`src/rtl/video_pixel_sequencer.sv`:
```
// rtl/video_pixel_sequencer.sv - scanline pixel sequencer: word fetch, one-word prefetch, per-bpp pixel index stepping
module video_pixel_sequencer #(
    parameter int PIX_CNT_W = 12
) (
    input  logic                 clk,
    input  logic                 reset_n,
    input  logic [2:0]           bpp_log,
    input  logic [PIX_CNT_W-1:0] line_pixels,
    input  logic                 line_start,
    input  logic [31:0]          word_in,
    input  logic                 word_valid,
    output logic                 word_ready,
    input  logic                 pix_adv,
    output logic [31:0]          pixword,
    output logic [4:0]           x_index,
    output logic                 pix_valid,
    output logic                 line_done,
    output logic                 underflow
);

    localparam int CW = PIX_CNT_W + 1;
    localparam logic [PIX_CNT_W-1:0] PIX_ONE  = 1;
    localparam logic [CW-1:0]        WORD_ONE = 1;

    typedef enum logic [1:0] {S_IDLE, S_FETCH, S_ACTIVE} state_t;

    state_t               state_q, state_d;
    logic [2:0]           bpp_q, bpp_d;
    logic [PIX_CNT_W-1:0] pix_left_q, pix_left_d;
    logic [CW-1:0]        words_left_q, words_left_d;
    logic [31:0]          pixword_q, pixword_d;
    logic [31:0]          nxt_word_q, nxt_word_d;
    logic                 nxt_full_q, nxt_full_d;
    logic [4:0]           x_q, x_d;
    logic                 started_q, started_d;
    logic                 line_done_q, line_done_d;
    logic                 underflow_q, underflow_d;

    logic [2:0]    bpp_in;
    logic [5:0]    ppw_in;
    logic [CW-1:0] words_to_fetch;
    logic [4:0]    last_idx;
    logic          at_last;
    logic          pix_take;
    logic          consume;
    logic          accept;

    assign bpp_in         = (bpp_log > 3'd4) ? 3'd4 : bpp_log;
    assign ppw_in         = 6'd32 >> bpp_in;
    assign words_to_fetch = ({1'b0, line_pixels} + CW'(ppw_in - 6'd1)) >> (3'd5 - bpp_in);
    assign last_idx       = 5'((6'd32 >> bpp_q) - 6'd1);
    assign at_last        = (x_q == last_idx);
    assign pix_take       = (state_q == S_ACTIVE) && pix_adv && !line_start;
    // The prefetch slot frees up in the same cycle its word moves into pixword.
    assign consume        = pix_take && (pix_left_q != PIX_ONE) && at_last;
    assign word_ready     = reset_n && (state_q != S_IDLE) && !line_start &&
                            (words_left_q != '0) && (!nxt_full_q || consume);
    assign accept         = word_ready && word_valid;

    always_comb begin
        state_d      = state_q;
        bpp_d        = bpp_q;
        pix_left_d   = pix_left_q;
        words_left_d = words_left_q;
        pixword_d    = pixword_q;
        nxt_word_d   = nxt_word_q;
        nxt_full_d   = nxt_full_q;
        x_d          = x_q;
        started_d    = started_q;
        line_done_d  = 1'b0;
        underflow_d  = 1'b0;
        if (line_start) begin
            bpp_d        = bpp_in;
            pix_left_d   = line_pixels;
            words_left_d = words_to_fetch;
            pixword_d    = '0;
            nxt_full_d   = 1'b0;
            x_d          = '0;
            started_d    = 1'b0;
            if (line_pixels == '0) begin
                state_d     = S_IDLE;
                line_done_d = 1'b1;
            end else begin
                state_d = S_FETCH;
            end
        end else begin
            if (accept) begin
                words_left_d = words_left_q - WORD_ONE;
            end
            case (state_q)
                S_FETCH: begin
                    if (pix_adv && started_q) begin
                        underflow_d = 1'b1;
                    end
                    if (accept) begin
                        pixword_d = word_in;
                        x_d       = '0;
                        state_d   = S_ACTIVE;
                    end
                end
                S_ACTIVE: begin
                    if (pix_take) begin
                        started_d  = 1'b1;
                        pix_left_d = pix_left_q - PIX_ONE;
                        if (pix_left_q == PIX_ONE) begin
                            state_d     = S_IDLE;
                            nxt_full_d  = 1'b0;
                            line_done_d = 1'b1;
                        end else if (!at_last) begin
                            x_d = x_q + 5'd1;
                            if (accept) begin
                                nxt_word_d = word_in;
                                nxt_full_d = 1'b1;
                            end
                        end else begin
                            x_d = '0;
                            if (nxt_full_q) begin
                                pixword_d  = nxt_word_q;
                                nxt_word_d = word_in;
                                nxt_full_d = accept;
                            end else if (accept) begin
                                pixword_d = word_in;
                            end else begin
                                state_d = S_FETCH;
                            end
                        end
                    end else if (accept) begin
                        nxt_word_d = word_in;
                        nxt_full_d = 1'b1;
                    end
                end
                default: ;
            endcase
        end
    end

    always_ff @(posedge clk) begin
        if (!reset_n) begin
            state_q      <= S_IDLE;
            bpp_q        <= '0;
            pix_left_q   <= '0;
            words_left_q <= '0;
            pixword_q    <= '0;
            nxt_word_q   <= '0;
            nxt_full_q   <= 1'b0;
            x_q          <= '0;
            started_q    <= 1'b0;
            line_done_q  <= 1'b0;
            underflow_q  <= 1'b0;
        end else begin
            state_q      <= state_d;
            bpp_q        <= bpp_d;
            pix_left_q   <= pix_left_d;
            words_left_q <= words_left_d;
            pixword_q    <= pixword_d;
            nxt_word_q   <= nxt_word_d;
            nxt_full_q   <= nxt_full_d;
            x_q          <= x_d;
            started_q    <= started_d;
            line_done_q  <= line_done_d;
            underflow_q  <= underflow_d;
        end
    end

    assign pixword   = pixword_q;
    assign x_index   = x_q;
    assign pix_valid = (state_q == S_ACTIVE);
    assign line_done = line_done_q;
    assign underflow = underflow_q;

endmodule
```
`config.mk`:
```
export PLATFORM = sky130hd
export DESIGN_NAME = video_pixel_sequencer
export DESIGN_NICKNAME = d
export VERILOG_FILES = /design/src/rtl/video_pixel_sequencer.sv
export SDC_FILE = /design/constraint.sdc
export NUM_CORES = 1
export LEC_CHECK = 0
export BUFFER_PORTS_ARGS = -buffer_cell sky130_fd_sc_hd__buf_2
export CAP_MARGIN = 20
export CORE_MARGIN = 4
export CORE_UTILIZATION = 60
export DETAILED_ROUTE_END_ITERATION = 8
export PLACE_DENSITY = 0.84
export SLEW_MARGIN = 15
export SYNTH_ARGS = -nofsm -noshare
export SYNTH_HDL_FRONTEND = slang
export SYNTH_SLANG_ARGS = --single-unit
```
`constraint.sdc`:
```
create_clock -name clk -period 5.3 [get_ports clk]
set_clock_uncertainty 0.1 [all_clocks]
set_input_delay 0.265 -clock clk [delete_from_list [all_inputs] [get_ports clk]]
set_output_delay 0.265 -clock clk [all_outputs]
set_load 0.1 [all_outputs]
```
After elaboration in Yosys (flattened, before gate mapping)
Index checks and enable logic that the tools add are counted.
{ "totals": {"register_bits": 103, "wordCells": 112} }
{ "classes": {"n_addsub": 7, "magnitude_cmp": 1, "n_eq_ne": 16, "shift": 3, "mux": 42, "bitwise_logic": 3, "n_reduce_logical": 29} }
{ "op_table": {"columns": ["cell", "n"], "rows": [
  ["32-bit 2-to-1 mux", 10],
  ["32-bit case mux with 2 select lines", 1],
  ["12-bit 2-to-1 mux", 3],
  ["13-bit 2-to-1 mux", 2],
  ["5-bit 2-to-1 mux", 4],
  ["2-bit 2-to-1 mux", 7],
  ["12-bit by 13-bit adder with 13-bit output", 1],
  ["13-bit nonzero test", 1],
  ["13-bit by 3-bit >> shifter with 13-bit output", 1],
  ["13-bit by 1-bit subtractor with 13-bit output (second input constant)", 1],
  ["12-bit by 1-bit equality test with 1-bit output (second input constant)", 1],
  ["12-bit zero test", 1],
  ["1-bit 2-to-1 mux", 12],
  ["12-bit by 1-bit inequality test with 1-bit output (second input constant)", 1],
  ["4-bit AND reduction", 3],
  ["12-bit by 1-bit subtractor with 12-bit output (second input constant)", 1],
  ["1-bit logical AND", 10],
  ["5-bit case mux with 2 select lines", 1],
  ["2-bit nonzero test", 5],
  ["4-bit by 3-bit inequality test with 1-bit output (second input constant)", 2],
  ["6-bit by 1-bit subtractor with 7-bit output (second input constant)", 1],
  ["2-bit inequality test (second input constant)", 3],
  ["3-bit inequality test (second input constant)", 2],
  ["6-bit AND reduction", 1],
  ["21 further kinds", 26]
]} }

Depth between registers and ports, before layout
{ "logic_depth": {"word_depth": 15, "depth_mapped": 12} }

Worst setup path after synthesis
Ideal clock, no wire load.
{ "synth_timing": {"path_kind": "reg-to-output", "start": "reg x_q[2], in the netlist x_index[2]", "end": "out word_ready", "arrival_time_ns": 6.748, "path_slack_ns": -1.813, "path_stages_with_launch": 8, "cell_sequence": "dfxtp_1 xnor2_1 xnor2_1 nor3_1 and2_1 clkbuf_1 nand2_1 a2111oi_0"} }
{ "synth_between": {"elab_chain_cells": 4} }
{ "synth_lines": {"columns": ["element", "line", "rtl"], "rows": [
  ["start: declaration", "34", "logic [4:0] x_q, x_d;"],
  ["start signal: assignment", "146", "x_q <= '0;"],
  ["start signal: assignment", "158", "x_q <= x_d;"],
  ["5-bit equality test", "52", "assign at_last = (x_q == last_idx);"],
  ["1-bit logical AND", "55", "assign consume = pix_take && (pix_left_q != PIX_ONE) && at_last;"],
  ["1-bit logical OR", "57", "(words_left_q != '0) && (!nxt_full_q || consume);"],
  ["1-bit logical AND", "57", null],
  ["end: declaration", "12", "output logic word_ready,"]
]} }
No other way between the ends.

Final worst setup path
{ "layout_timing": {"start": "reg bpp_q[1]", "end": "out word_ready"} }
{ "layout_between": {"elab_chain_cells": 6} }
{ "layout_lines": {"columns": ["element", "line", "rtl"], "rows": [
  ["start: declaration", "28", "logic [2:0] bpp_q, bpp_d;"],
  ["start signal: assignment", "152", "bpp_q <= bpp_d;"],
  ["6-bit by 3-bit >> shifter with 5-bit output", "51", "assign last_idx = 5'((6'd32 >> bpp_q) - 6'd1);"],
  ["5-bit by 1-bit subtractor with 5-bit output", "51", null],
  ["5-bit equality test", "52", null],
  ["1-bit logical AND", "55", null],
  ["1-bit logical OR", "57", null],
  ["1-bit logical AND", "57", null]
]} }
No other way between the ends.

==> impl_metrics.toml <==
[status]
status = "complete, no violations"

[yosys]
synth-seq-cells = 103
ys_warn_count = 0
synth-edff-count = 0
netlist.area_leader.share = 0.344
ys_seq_area_frac = 0.344
synth_area_mm2 = 0.00599
ys_types = 69
yosys-top-cells-area = "dfxtp_1 (34%), mux2i_1 (7.2%), nand2_1 (6.8%)"
synth_top_area_cell = "dfxtp_1"
synth.avg_cell_area_um2 = 8.18
synth-async-reset-ratio = 0
synthCells = 732
synth_flop_cell = "dfxtp_1"

[finish]
fin_util = 0.690
layout.cells.most_common = "nand2_1"
area_growth_pct = 12.1
drive_gt1_frac = 0.166
final_nets = 868
diodes = 0
fill_cells = 788
layout_common_cells = "nand2_1 (108), dfxtp_1 (103), buf_2 (92)"

[cts]
cts_setup_buffers = 0
hold_buffers = 0
ctsResizeCount = 0
cts.htree.levels = 3
cts_buffer_depth = 2
cts_root_buffer = "clkbuf_8"
cts_buffers = 9
clk_pin_slew_worst_paths_ps = 100
clkSinkCount = 103
clk_latency_ps = 380
cts_tree = "built"

[routing]
drc = 0
dr.pass1.iters = 7
wl_per_cell_um = 16.4
drtIter0Drc = 458
wl_met3_um = 1070
m1WireLength_um = 6530
vias = 5787
highest_layer = "met4"
viasPerCell = 6.18
finalWirelength_um = 15300
wl_met2_um = 7380
detail-route-antenna-nets = 0

[global_route]
antenna_found_initial = 0
grt_max_degree = 93
grt_pass1_wl_um = 24700
grt_overflow = 0
first_global_vias = 5463
track_usage = 0.259

[timing]
tightest_slew_ps = 1080
finalHoldViolations = 0
rsz0062_at_grt = "false"
slew_viol_final = 0
relSlewSlack = 0.282
fmax_mhz = 288
timing.final.ws_setup_ps = 1820
layout_min_cycle_time_ps = 3480
setup_viol = 0
tns_ps = 0
min_period_over_period = 0.656

[critical_path]
crit_chain = "inv_1 > ha_1 > xor2_1 > mux2i_1 > o22ai_1 > and2_1 > nand2_1 > a2111oi_2 > buf_2"
rr_startpoint = "words_left_q[2]"
crit_fanout = 7
worstReg2RegEnd = "pixword[24]"
rr_worst_depth = 7
cp.required_ps = 4930
cpPeakStageDelay_ps = 510
end_kind = "primary output"
rrSetupSlack_ps = 1970
start_kind = "register"
worst-setup-path-type = "reg2out"
arrival_ps = 3110
critPathSlowestCell = "buf_2"

[power_and_ir_drop]
power_mw = 1.67
p_per_area_mw_per_mm2 = 249
ir_worst_vdd_v = 0.000198
p_leak_nw = 2.66

[hold_path]
min-delay-path-class = "in2reg"
whs_endpoint = "nxt_word_q[17]"
min_from = "word_in[17]"
hold_path_depth = 3

[die]
die_h_um = 108
dieArea_mm2 = 0.0116
core_mm2 = 0.00973
io_pins = 93
fp-row-count = 36
die_x_um = 108
initial_core_util = 0.615

[flow_run]
maxCapViolCount = 0

[placed_design]
dp_slack_ps = 1770
place.gp.congestion = 0.966
io_buffers = 92
hpwl_um = 10600
-- through the flow --
step	hold WS [ps]	area [um2]	std cells
finish	42.2	6710	936
CTS	32.2	6680	934
global placement	325	6460	918
global route	33.2	6710	936
floorplan	303	6010	738
detailed placement	331	6460	918
-- flip-flops by register name (all words and copies together), names as in the netlist --
register      cells
nxt_word_q       32
pixword          32
words_left_q     13
pix_left_q       12
x_index           5
bpp_q             3
state_q           2
line_done         1
nxt_full_q        1
started_q         1
underflow         1
-- synthesized netlist by cell type, types with 4 or more instances --
master / count
nor2b_1: 11
inv_1: 17
buf_4: 4
xor2_1: 11
o21a_1: 8
nor4_1: 6
nand3_1: 12
o211a_1: 9
a221oi_1: 4
nand2_1: 108
and3_1: 4
clkbuf_1: 42
nand4_1: 6
o21ai_0: 23
xnor2_1: 18
o31ai_1: 6
ha_1: 17
and2_1: 7
a21boi_0: 5
a211oi_1: 39
o22ai_1: 40
or3_1: 11
a21o_1: 4
o211ai_1: 5
mux2i_1: 43
dfxtp_1: 103
nor3_1: 18
nor2_1: 31
nand2b_1: 9
a21oi_1: 55
-- area by class of cell --
class	count	area [um2]	share of cell area
inverters	19	71.3	0.0106
clock buffers	10	138	0.0205
repair buffers	100	541	0.0806
well taps	133	166	0.0248
clock inverters	6	72.6	0.0108
flip-flops and latches	103	2060	0.307
multi-input cells	565	3660	0.545
-- worst max-delay path: cells and delay by family (launching register included) --
family	cells	cell delay (ps)
AND/OR/NAND/NOR	2	440
buffers and inverters	2	570
AO/OA/AOI/OAI	2	670
multiplexers	1	120
adder cells (fa/ha/maj)	1	320
XOR/XNOR	1	240
flip-flops	1	370
-- layer usage --
metal / vias to the layer above / track usage
met1: 2729 / 0.325
met3: 39 / 0.0576
met5: - / 0
li1: 2799 / -
met4: 0 / 0.104
met2: 220 / 0.430
-- kinds of logic (layout without fill, tap and decap cells) --
logic type	after synthesis	count (layout)	synth area share
compound gates	225	225	0.255
xor+xnor	29	29	0.0424
fa+ha+maj	18	18	0.0389
buf+inv	70	135	0.0504
flops	103	103	0.344
mux	45	45	0.0757
other cells	2	8	0.00125
simple gates	240	240	0.191
-- worst max path at each step --
stage	from	endpoint	slack, ps	cells past startpoint
after floorplan	x_index[2]	word_ready	900	7
after global placement	words_left_q[2]	pixword[14]	1860	6
after detailed placement	words_left_q[2]	pixword[24]	1770	6
after CTS	words_left_q[2]	pixword[24]	1750	6
after global routing	bpp_q[1]	word_ready	1630	9
final	bpp_q[1]	word_ready	1820	9
-- power by group --
group | internal (mW) | switching, mW | total, mW | leakage, nW
logic | 0.127 | 0.208 | 0.336 | 1.72
registers | 0.792 | 0.0184 | 0.810 | 0.836
clock network | 0.237 | 0.286 | 0.523 | 0.104
total | 1.16 | 0.513 | 1.67 | 2.66
Note: power is estimated with default switching activity, not from simulation.
